`src/rtl/sbus_pkg.sv`:
```
// Shared types for the SBUS read initiator: word, physical address and
// request-mask types, the initiator state enum, and the offset helper.
package sbus_pkg;

    typedef logic [0:35]  tW;
    typedef logic [12:35] tPA;
    typedef logic [0:3]   tRQ;

    typedef enum logic [1:0] {IDLE, START, WAIT} tState;

    // Offset of the lowest-numbered requested word still outstanding;
    // rq[0] is word offset 0, so words are returned in ascending order.
    function automatic logic [1:0] lowest_ofs(input tRQ rq);
        if (rq[0])      return 2'd0;
        else if (rq[1]) return 2'd1;
        else if (rq[2]) return 2'd2;
        else            return 2'd3;
    endfunction

endpackage

```
`src/rtl/iSBUS.sv`:
```
// SBUS signal bundle between the MBOX-side initiator and a memory responder.
interface iSBUS;
    import sbus_pkg::*;

    logic START_A;
    logic START_B;
    tPA   ADR;
    tRQ   RQ;
    logic ACKN_A;
    logic ACKN_B;
    logic DATA_VALID_A;
    logic DATA_VALID_B;
    tW    D;

    modport mbox (
        output START_A, START_B, ADR, RQ,
        input  ACKN_A, ACKN_B, DATA_VALID_A, DATA_VALID_B, D
    );

    modport mem (
        input  START_A, START_B, ADR, RQ,
        output ACKN_A, ACKN_B, DATA_VALID_A, DATA_VALID_B, D
    );

endinterface

```
`src/rtl/sbus_edge_sync.sv`:
```
// Multi-stage synchronizer for an asynchronous SBUS strobe followed by a
// rising-edge detector on the synchronized level.
module sbus_edge_sync #(
    parameter int STAGES = 2
) (
    input  logic clk,
    input  logic reset_n,
    input  logic din,
    output logic rise
);

    logic [STAGES-1:0] sync;
    logic              prev;

    // Shift the strobe through the synchronizer and remember the last level.
    always_ff @(posedge clk or negedge reset_n) begin
        if (!reset_n) begin
            sync <= '0;
            prev <= 1'b0;
        end else begin
            sync <= {sync[STAGES-2:0], din};
            prev <= sync[STAGES-1];
        end
    end

    assign rise = sync[STAGES-1] & ~prev;

endmodule

```
`src/rtl/sbus_read_initiator.sv`:
```
// MBOX-side SBUS quadword read initiator. Accepts a masked read request,
// pulses START_A/B, then returns each requested word on a DATA_VALID edge,
// tagged with its word offset.
// Optional NXM timeout detection is enabled by defining SBUS_NXM_TIMEOUT_EN.
module sbus_read_initiator
    import sbus_pkg::*;
#(
    parameter int START_CYC   = 2,
    parameter int SYNC_STAGES = 2,
    parameter int NXM_CYC     = 64
) (
    input  logic        clk,
    input  logic        reset_n,
    input  logic        req_valid,
    output logic        req_ready,
    input  tPA          req_adr,
    input  tRQ          req_rq,
    input  logic        req_port,
    output logic        rsp_valid,
    output tW           rsp_data,
    output logic [0:1]  rsp_wofs,
    output logic        rsp_last,
    output logic        nxm_err,
    output logic        busy,
    iSBUS.mbox          SBUS
);

    localparam int SCW = $clog2(START_CYC + 1);
    localparam logic [SCW-1:0] START_LAST = SCW'(START_CYC - 1);

    tState          state, state_nx;
    logic [12:33]   adr_q, adr_nx;
    tRQ             rq_q, rq_nx;
    logic           port_q, port_nx;
    tRQ             pend, pend_nx;
    logic [SCW-1:0] start_cnt, start_cnt_nx;
    logic           rsp_valid_nx, rsp_last_nx, nxm_nx;
    tW              rsp_data_nx;
    logic [0:1]     rsp_wofs_nx;
    logic [1:0]     cur_ofs;
    logic           dva_rise, dvb_rise, dv_rise;
    logic           timeout;
    logic           unused_adr;

    assign unused_adr = &{1'b0, req_adr[34:35]};

    sbus_edge_sync #(.STAGES(SYNC_STAGES)) u_dva (
        .clk(clk), .reset_n(reset_n), .din(SBUS.DATA_VALID_A), .rise(dva_rise)
    );
    sbus_edge_sync #(.STAGES(SYNC_STAGES)) u_dvb (
        .clk(clk), .reset_n(reset_n), .din(SBUS.DATA_VALID_B), .rise(dvb_rise)
    );

    assign dv_rise   = port_q ? dvb_rise : dva_rise;
    assign cur_ofs   = lowest_ofs(pend);
    assign req_ready = (state == IDLE);
    assign busy      = (state != IDLE);

    assign SBUS.START_A = (state == START) && !port_q;
    assign SBUS.START_B = (state == START) &&  port_q;
    assign SBUS.ADR     = {adr_q, 2'b00};
    assign SBUS.RQ      = rq_q;

`ifdef SBUS_NXM_TIMEOUT_EN
    localparam int NW = $clog2(NXM_CYC + 1);
    localparam logic [NW-1:0] NXM_LAST = NW'(NXM_CYC - 1);

    logic          acka_rise, ackb_rise, ack_rise, ack_seen;
    logic [NW-1:0] word_cnt, ack_cnt;

    sbus_edge_sync #(.STAGES(SYNC_STAGES)) u_acka (
        .clk(clk), .reset_n(reset_n), .din(SBUS.ACKN_A), .rise(acka_rise)
    );
    sbus_edge_sync #(.STAGES(SYNC_STAGES)) u_ackb (
        .clk(clk), .reset_n(reset_n), .din(SBUS.ACKN_B), .rise(ackb_rise)
    );

    assign ack_rise = port_q ? ackb_rise : acka_rise;
    assign timeout  = (state == WAIT) &&
                      (((pend != '0) && (word_cnt == NXM_LAST)) ||
                       (!ack_seen && (ack_cnt == NXM_LAST)));

    // Per-word and since-START watchdogs; both restart when a new START begins.
    always_ff @(posedge clk or negedge reset_n) begin
        if (!reset_n) begin
            word_cnt <= '0;
            ack_cnt  <= '0;
            ack_seen <= 1'b0;
        end else if (state == IDLE) begin
            word_cnt <= '0;
            ack_cnt  <= '0;
            ack_seen <= 1'b0;
        end else begin
            if ((state == WAIT) && dv_rise)
                word_cnt <= '0;
            else if (word_cnt != NXM_LAST)
                word_cnt <= word_cnt + 1'b1;
            if (ack_rise)
                ack_seen <= 1'b1;
            if (!ack_seen && (ack_cnt != NXM_LAST))
                ack_cnt <= ack_cnt + 1'b1;
        end
    end
`else
    logic unused_nxm;
    assign unused_nxm = &{1'b0, SBUS.ACKN_A, SBUS.ACKN_B, NXM_CYC[0]};
    assign timeout    = 1'b0;
`endif

    // State and datapath registers; everything returns to idle values on reset.
    always_ff @(posedge clk or negedge reset_n) begin
        if (!reset_n) begin
            state     <= IDLE;
            adr_q     <= '0;
            rq_q      <= '0;
            port_q    <= 1'b0;
            pend      <= '0;
            start_cnt <= '0;
            rsp_valid <= 1'b0;
            rsp_data  <= '0;
            rsp_wofs  <= '0;
            rsp_last  <= 1'b0;
            nxm_err   <= 1'b0;
        end else begin
            state     <= state_nx;
            adr_q     <= adr_nx;
            rq_q      <= rq_nx;
            port_q    <= port_nx;
            pend      <= pend_nx;
            start_cnt <= start_cnt_nx;
            rsp_valid <= rsp_valid_nx;
            rsp_data  <= rsp_data_nx;
            rsp_wofs  <= rsp_wofs_nx;
            rsp_last  <= rsp_last_nx;
            nxm_err   <= nxm_nx;
        end
    end

    // Next-state logic: accept, hold START, then retire one word per DATA_VALID edge.
    always_comb begin
        state_nx     = state;
        adr_nx       = adr_q;
        rq_nx        = rq_q;
        port_nx      = port_q;
        pend_nx      = pend;
        start_cnt_nx = start_cnt;
        rsp_valid_nx = 1'b0;
        rsp_data_nx  = rsp_data;
        rsp_wofs_nx  = rsp_wofs;
        rsp_last_nx  = 1'b0;
        nxm_nx       = 1'b0;
        case (state)
            IDLE: begin
                if (req_valid) begin
                    adr_nx       = req_adr[12:33];
                    rq_nx        = req_rq;
                    port_nx      = req_port;
                    pend_nx      = req_rq;
                    start_cnt_nx = '0;
                    if (req_rq != '0)
                        state_nx = START;
                end
            end
            START: begin
                start_cnt_nx = start_cnt + 1'b1;
                if (start_cnt == START_LAST)
                    state_nx = WAIT;
            end
            WAIT: begin
                if (pend == '0) begin
                    state_nx = IDLE;
                    adr_nx   = '0;
                    rq_nx    = '0;
                end else if (dv_rise) begin
                    rsp_valid_nx     = 1'b1;
                    rsp_data_nx      = SBUS.D;
                    rsp_wofs_nx      = cur_ofs;
                    pend_nx[cur_ofs] = 1'b0;
                    rsp_last_nx      = (pend_nx == '0);
                end else if (timeout) begin
                    nxm_nx   = 1'b1;
                    state_nx = IDLE;
                    adr_nx   = '0;
                    rq_nx    = '0;
                    pend_nx  = '0;
                end
            end
            default: state_nx = IDLE;
        endcase
    end

endmodule
```
`src/flat_wrapper.sv`:
```
// flat-port wrapper written by rule: the top's interface ports become plain ports
module sbus_read_initiator_flat import sbus_pkg::*;
#(
    parameter int START_CYC   = 2,
    parameter int SYNC_STAGES = 2,
    parameter int NXM_CYC     = 64
)
  (clk, reset_n, req_valid, req_ready, req_adr, req_rq, req_port, rsp_valid, rsp_data, rsp_wofs, rsp_last, nxm_err, busy, SBUS_START_A, SBUS_START_B, SBUS_ADR, SBUS_RQ, SBUS_ACKN_A, SBUS_ACKN_B, SBUS_DATA_VALID_A, SBUS_DATA_VALID_B, SBUS_D);
  iSBUS SBUS_i ();
  input  logic clk;
  input  logic reset_n;
  input  logic req_valid;
  output logic req_ready;
  input  tPA req_adr;
  input  tRQ req_rq;
  input  logic req_port;
  output logic rsp_valid;
  output tW rsp_data;
  output logic [0:1] rsp_wofs;
  output logic rsp_last;
  output logic nxm_err;
  output logic busy;
  output wire logic [$bits(SBUS_i.START_A)-1:0] SBUS_START_A;
  output wire logic [$bits(SBUS_i.START_B)-1:0] SBUS_START_B;
  output wire logic [$bits(SBUS_i.ADR)-1:0] SBUS_ADR;
  output wire logic [$bits(SBUS_i.RQ)-1:0] SBUS_RQ;
  input wire logic [$bits(SBUS_i.ACKN_A)-1:0] SBUS_ACKN_A;
  input wire logic [$bits(SBUS_i.ACKN_B)-1:0] SBUS_ACKN_B;
  input wire logic [$bits(SBUS_i.DATA_VALID_A)-1:0] SBUS_DATA_VALID_A;
  input wire logic [$bits(SBUS_i.DATA_VALID_B)-1:0] SBUS_DATA_VALID_B;
  input wire logic [$bits(SBUS_i.D)-1:0] SBUS_D;
  assign SBUS_START_A = SBUS_i.START_A;
  assign SBUS_START_B = SBUS_i.START_B;
  assign SBUS_ADR = SBUS_i.ADR;
  assign SBUS_RQ = SBUS_i.RQ;
  assign SBUS_i.ACKN_A = SBUS_ACKN_A;
  assign SBUS_i.ACKN_B = SBUS_ACKN_B;
  assign SBUS_i.DATA_VALID_A = SBUS_DATA_VALID_A;
  assign SBUS_i.DATA_VALID_B = SBUS_DATA_VALID_B;
  assign SBUS_i.D = SBUS_D;
  sbus_read_initiator #(.START_CYC(START_CYC), .SYNC_STAGES(SYNC_STAGES), .NXM_CYC(NXM_CYC)) u_core (.clk(clk), .reset_n(reset_n), .req_valid(req_valid), .req_ready(req_ready), .req_adr(req_adr), .req_rq(req_rq), .req_port(req_port), .rsp_valid(rsp_valid), .rsp_data(rsp_data), .rsp_wofs(rsp_wofs), .rsp_last(rsp_last), .nxm_err(nxm_err), .busy(busy), .SBUS(SBUS_i));
endmodule
```
`config.mk`:
```
export PLATFORM = sky130hd
export DESIGN_NAME = sbus_read_initiator_flat
export DESIGN_NICKNAME = d
export VERILOG_FILES = /design/src/rtl/sbus_pkg.sv /design/src/rtl/iSBUS.sv /design/src/rtl/sbus_edge_sync.sv /design/src/rtl/sbus_read_initiator.sv /design/src/flat_wrapper.sv
export SDC_FILE = /design/constraint.sdc
export NUM_CORES = 1
export LEC_CHECK = 0
export BUFFER_PORTS_ARGS = -buffer_cell sky130_fd_sc_hd__buf_2
export CAP_MARGIN = 20
export CORE_UTILIZATION = 35
export CTS_CLUSTER_DIAMETER = 30
export DETAILED_ROUTE_END_ITERATION = 8
export SLEW_MARGIN = 20
export SYNTH_ARGS = -nofsm -noshare
export SYNTH_HDL_FRONTEND = slang
export SYNTH_HIERARCHICAL = 1
export SYNTH_SLANG_ARGS = --single-unit
```
`constraint.sdc`:
```
create_clock -name clk -period 2.5 [get_ports clk]
set_clock_uncertainty 0.2 [all_clocks]
set_input_delay 0.25 -clock clk [delete_from_list [all_inputs] [get_ports clk]]
set_output_delay 0.25 -clock clk [all_outputs]
set_load 0.02 [all_outputs]
```
==> results.md <==
- Syn Std Cell Area: 0.00332 mm²
- Simple-Gate Fraction of Synth Area: 0.108
- Total wire length: slightly above 8000 µm
- Min-delay worst type: primary input to register
- Leak: 2.49 nW
- Post-synth top area cell: dfrtp_1
- Top cells by area, synth: dfrtp_1 61%, mux2_2 10%, nand2_1 6.2%, mux2_4 4.1%, o21ai_0 3.9%
- Antenna violations before repair: 0
- Hold_sp: req_valid
- Area Overhead vs Synth: 50.2%
- Share of the synthesized area in the top cell type: 0.610
- Post-synthesis xor/xnor area fraction: 0.00264
- Worst r2r src: u_core/state[0]
- Worst slew pin tran: a little under 0.6 ns
- Clock Pin Slew Worst Setup and Hold Paths: around 0.080 ns
- Detailed Place HPWL: between 5000 and 6000 µm
- Final TNS setup: 0 ns
- Setup violations, final: 0
- DRT antenna net count: 0
- Worst-Skew Late Latency: 0.34 ns
- Max-slew headroom: 0.605
- Main combinational cell family by area after synthesis: multiplexers
- Setup bufs post-CTS: 0
- Drt initial violations: 96
- Post-Syn Area per Cell: about 12 µm²
- Post-synthesis compound-gate area fraction: 0.0749
- RePlAce Congestion: roughly 0.74
- Synth Area in Adders: 0.00377
- Hold_buf cts: 66
- Crit path launch type: register
- Cell variety after synth: 38
- Max VDD drop: roughly 0.55 mV
- Hold path depth: 4
- TritonCTS Buffers: 9
- Share of cells above drive strength 1: 0.433
- FFs w/ async S/R, synth: 1.00
- Total track usage: 0.169
- Port Buf Inserts: approximately 140
- CP Capture Type: register
- Crit Path Category: register to register
- Worst-path fanout max: 39
- Drt drc: 0
- Reg2reg setup slack: about 0.42 ns
- Die height: about 100 µm
- Pin count of the biggest net entering global routing: 46
- Final Max Tran Viols: 0
- ANT cells: 0
- Critical Path AT: roughly 2.1 ns
- Smallest hold slack: approximately 0.11 ns
- Vias per cell: 4.51
- Hold violation count in the final report: 0
- P per Cell Area: around 1100 mW/mm²
- R2R cell count: 4
- Period utilization: 0.832
- Status: finished, final reports clean
- Root cell of the clock tree: clkbuf_8
- Cts repair resizes: 0
- Sink Count: 81
- Ys Warns: 6
- Top cells by count, synth: 81 x dfrtp_1, 55 x nand2_1, 30 x mux2_2
- Fmax: 481 MHz
- Total grt overflow: 0
- Core area: between 0.009 and 0.01 mm²
- WHS Endpoint: u_core/start_cnt[0]
- Max-Cap Viols: 0
- Clock Tree Buf Depth: 2
- Pre-antenna DRT Iters: 4
- # rows: 35
- Setup ws final: approximately 0.42 ns
- Die width: slightly below 100 µm
- Mapped Cells: approximately 270
- I/O Pins: 145
- Critical path required time: roughly 2.5 ns
- Setup WS pre-CTS: 0.446 ns
- Most frequent cell after synthesis: dfrtp_1
- Number of enable flip-flop cells after synthesis: 0
- Final min period: 2.08 ns
- Drt wl/cell: 13.4 µm
- DR vias: 2,729
- RSZ-0062 raised after global routing: false
- Die Footprint: 0.00989 mm²
- First-pass GRT wire length: about 13,000 µm
- Seq/Total Area, Yosys: 0.610
- H-tree levels: 3
- Initial Utilization: 0.360
- Multiplexer area fraction after synthesis: 0.146
- Placed cells: between 500 and 600
- Vias in the first global route: between 2,000 and 3,000
- RR Endpoint: u_core/rsp_data[30]
- Layout Cells excl Fill: around 610
- Nets@finish: about 540
- Top FF cell, synth: dfrtp_1
- Register bit count reported by yosys: 81
- CTS tree: built
==> state kept, by name, indices dropped and copies added (netlist names), 2 cells and up <==
| signal | flops |
|---|---|
| u_core/adr_q | 22 |
| u_core/state | 2 |
| u_core/u_dvb/sync | 2 |
| u_core/SBUS.RQ | 4 |
| u_core/rsp_data | 36 |
| u_core/pend | 4 |
| u_core/u_dva/sync | 2 |
| u_core/start_cnt | 2 |
| u_core/rsp_wofs | 2 |
==> how the worst max path moves through the flow <==
stage | start | end | slack [ns]
final | u_core/state[0] | u_core/rsp_data[30] | 0.42
after global routing | u_core/state[0] | u_core/rsp_wofs[1] | 0.33
after CTS | u_core/state[0] | u_core/rsp_data[14] | 0.43
after detailed placement | u_core/state[0] | u_core/rsp_data[14] | 0.45
after global placement | u_core/state[0] | u_core/rsp_data[32] | 0.48
after floorplan | u_core/state[0] | u_core/rsp_data[16] | 0.62
==> cell type report <==
cell class              instances  area (µm²)
clock buffers                   9         124
inverters                      11        41.3
multi-input cells             160        1130
flip-flops and latches         81        2030
repair buffers                208        1410
fillers                       815        4250
clock inverters                 7        95.1
well taps                     129         161
==> where the power goes <==
part	switching [mW]	leakage [nW]	total, mW	internal (mW)
Clock	0.472	0.109	1.03	0.562
Combinational	1.36	1.37	2.31	0.948
Sequential	0.352	1.01	2.20	1.85
Total	2.19	2.49	5.54	3.36
==> worst max-delay path: stages, from the launching register on <==
cell and delay [ns]:
dfrtp_1 0.48, nand2b_1 0.35, nor3_4 0.27, buf_12 0.26
mux2_2 0.37
==> logic make-up (layout without fill, tap and decap cells) <==
| kind of cell | count (synthesis) | in the layout |
|---|---|---|
| mux | 40 | 40 |
| flops | 81 | 81 |
| buf+inv | 30 | 235 |
| xor+xnor | 1 | 1 |
| fa+ha+maj | 1 | 1 |
| simple gates | 73 | 73 |
| other cells | 1 | 3 |
| compound gates | 42 | 42 |
==> placed cells by master (no fill, tap or decap), drive strengths merged, types with 3 or more instances in the layout <==
cell type and instances:
o211ai 3, buf 142, inv 11, clkinv 4, nand2 55, dlygate4sd3 66
o31ai 4, conb 3, clkbuf 9, dfrtp 81, o21ai 26, mux2 39
nor2 4
==> per-stage QoR <==
step | utilization | instance area, µm² | total power, mW
2_1_floorplan | - | 3330 | 3.69
3_3_place_gp | 0.445 | 4110 | 4.38
3_5_place_dp | 0.445 | 4110 | 4.44
4_1_cts | 0.540 | 4990 | 5.58
5_1_grt | 0.540 | 4990 | 5.90
6_report | 0.540 | 4990 | 5.54
==> per-layer routing <==
metal  track usage  share of wire
met4        0.0588          0.016
met3        0.0372          0.035
met1         0.199           0.41
met2         0.304           0.54
met5             0              0
(Power assumes the default switching activity.)
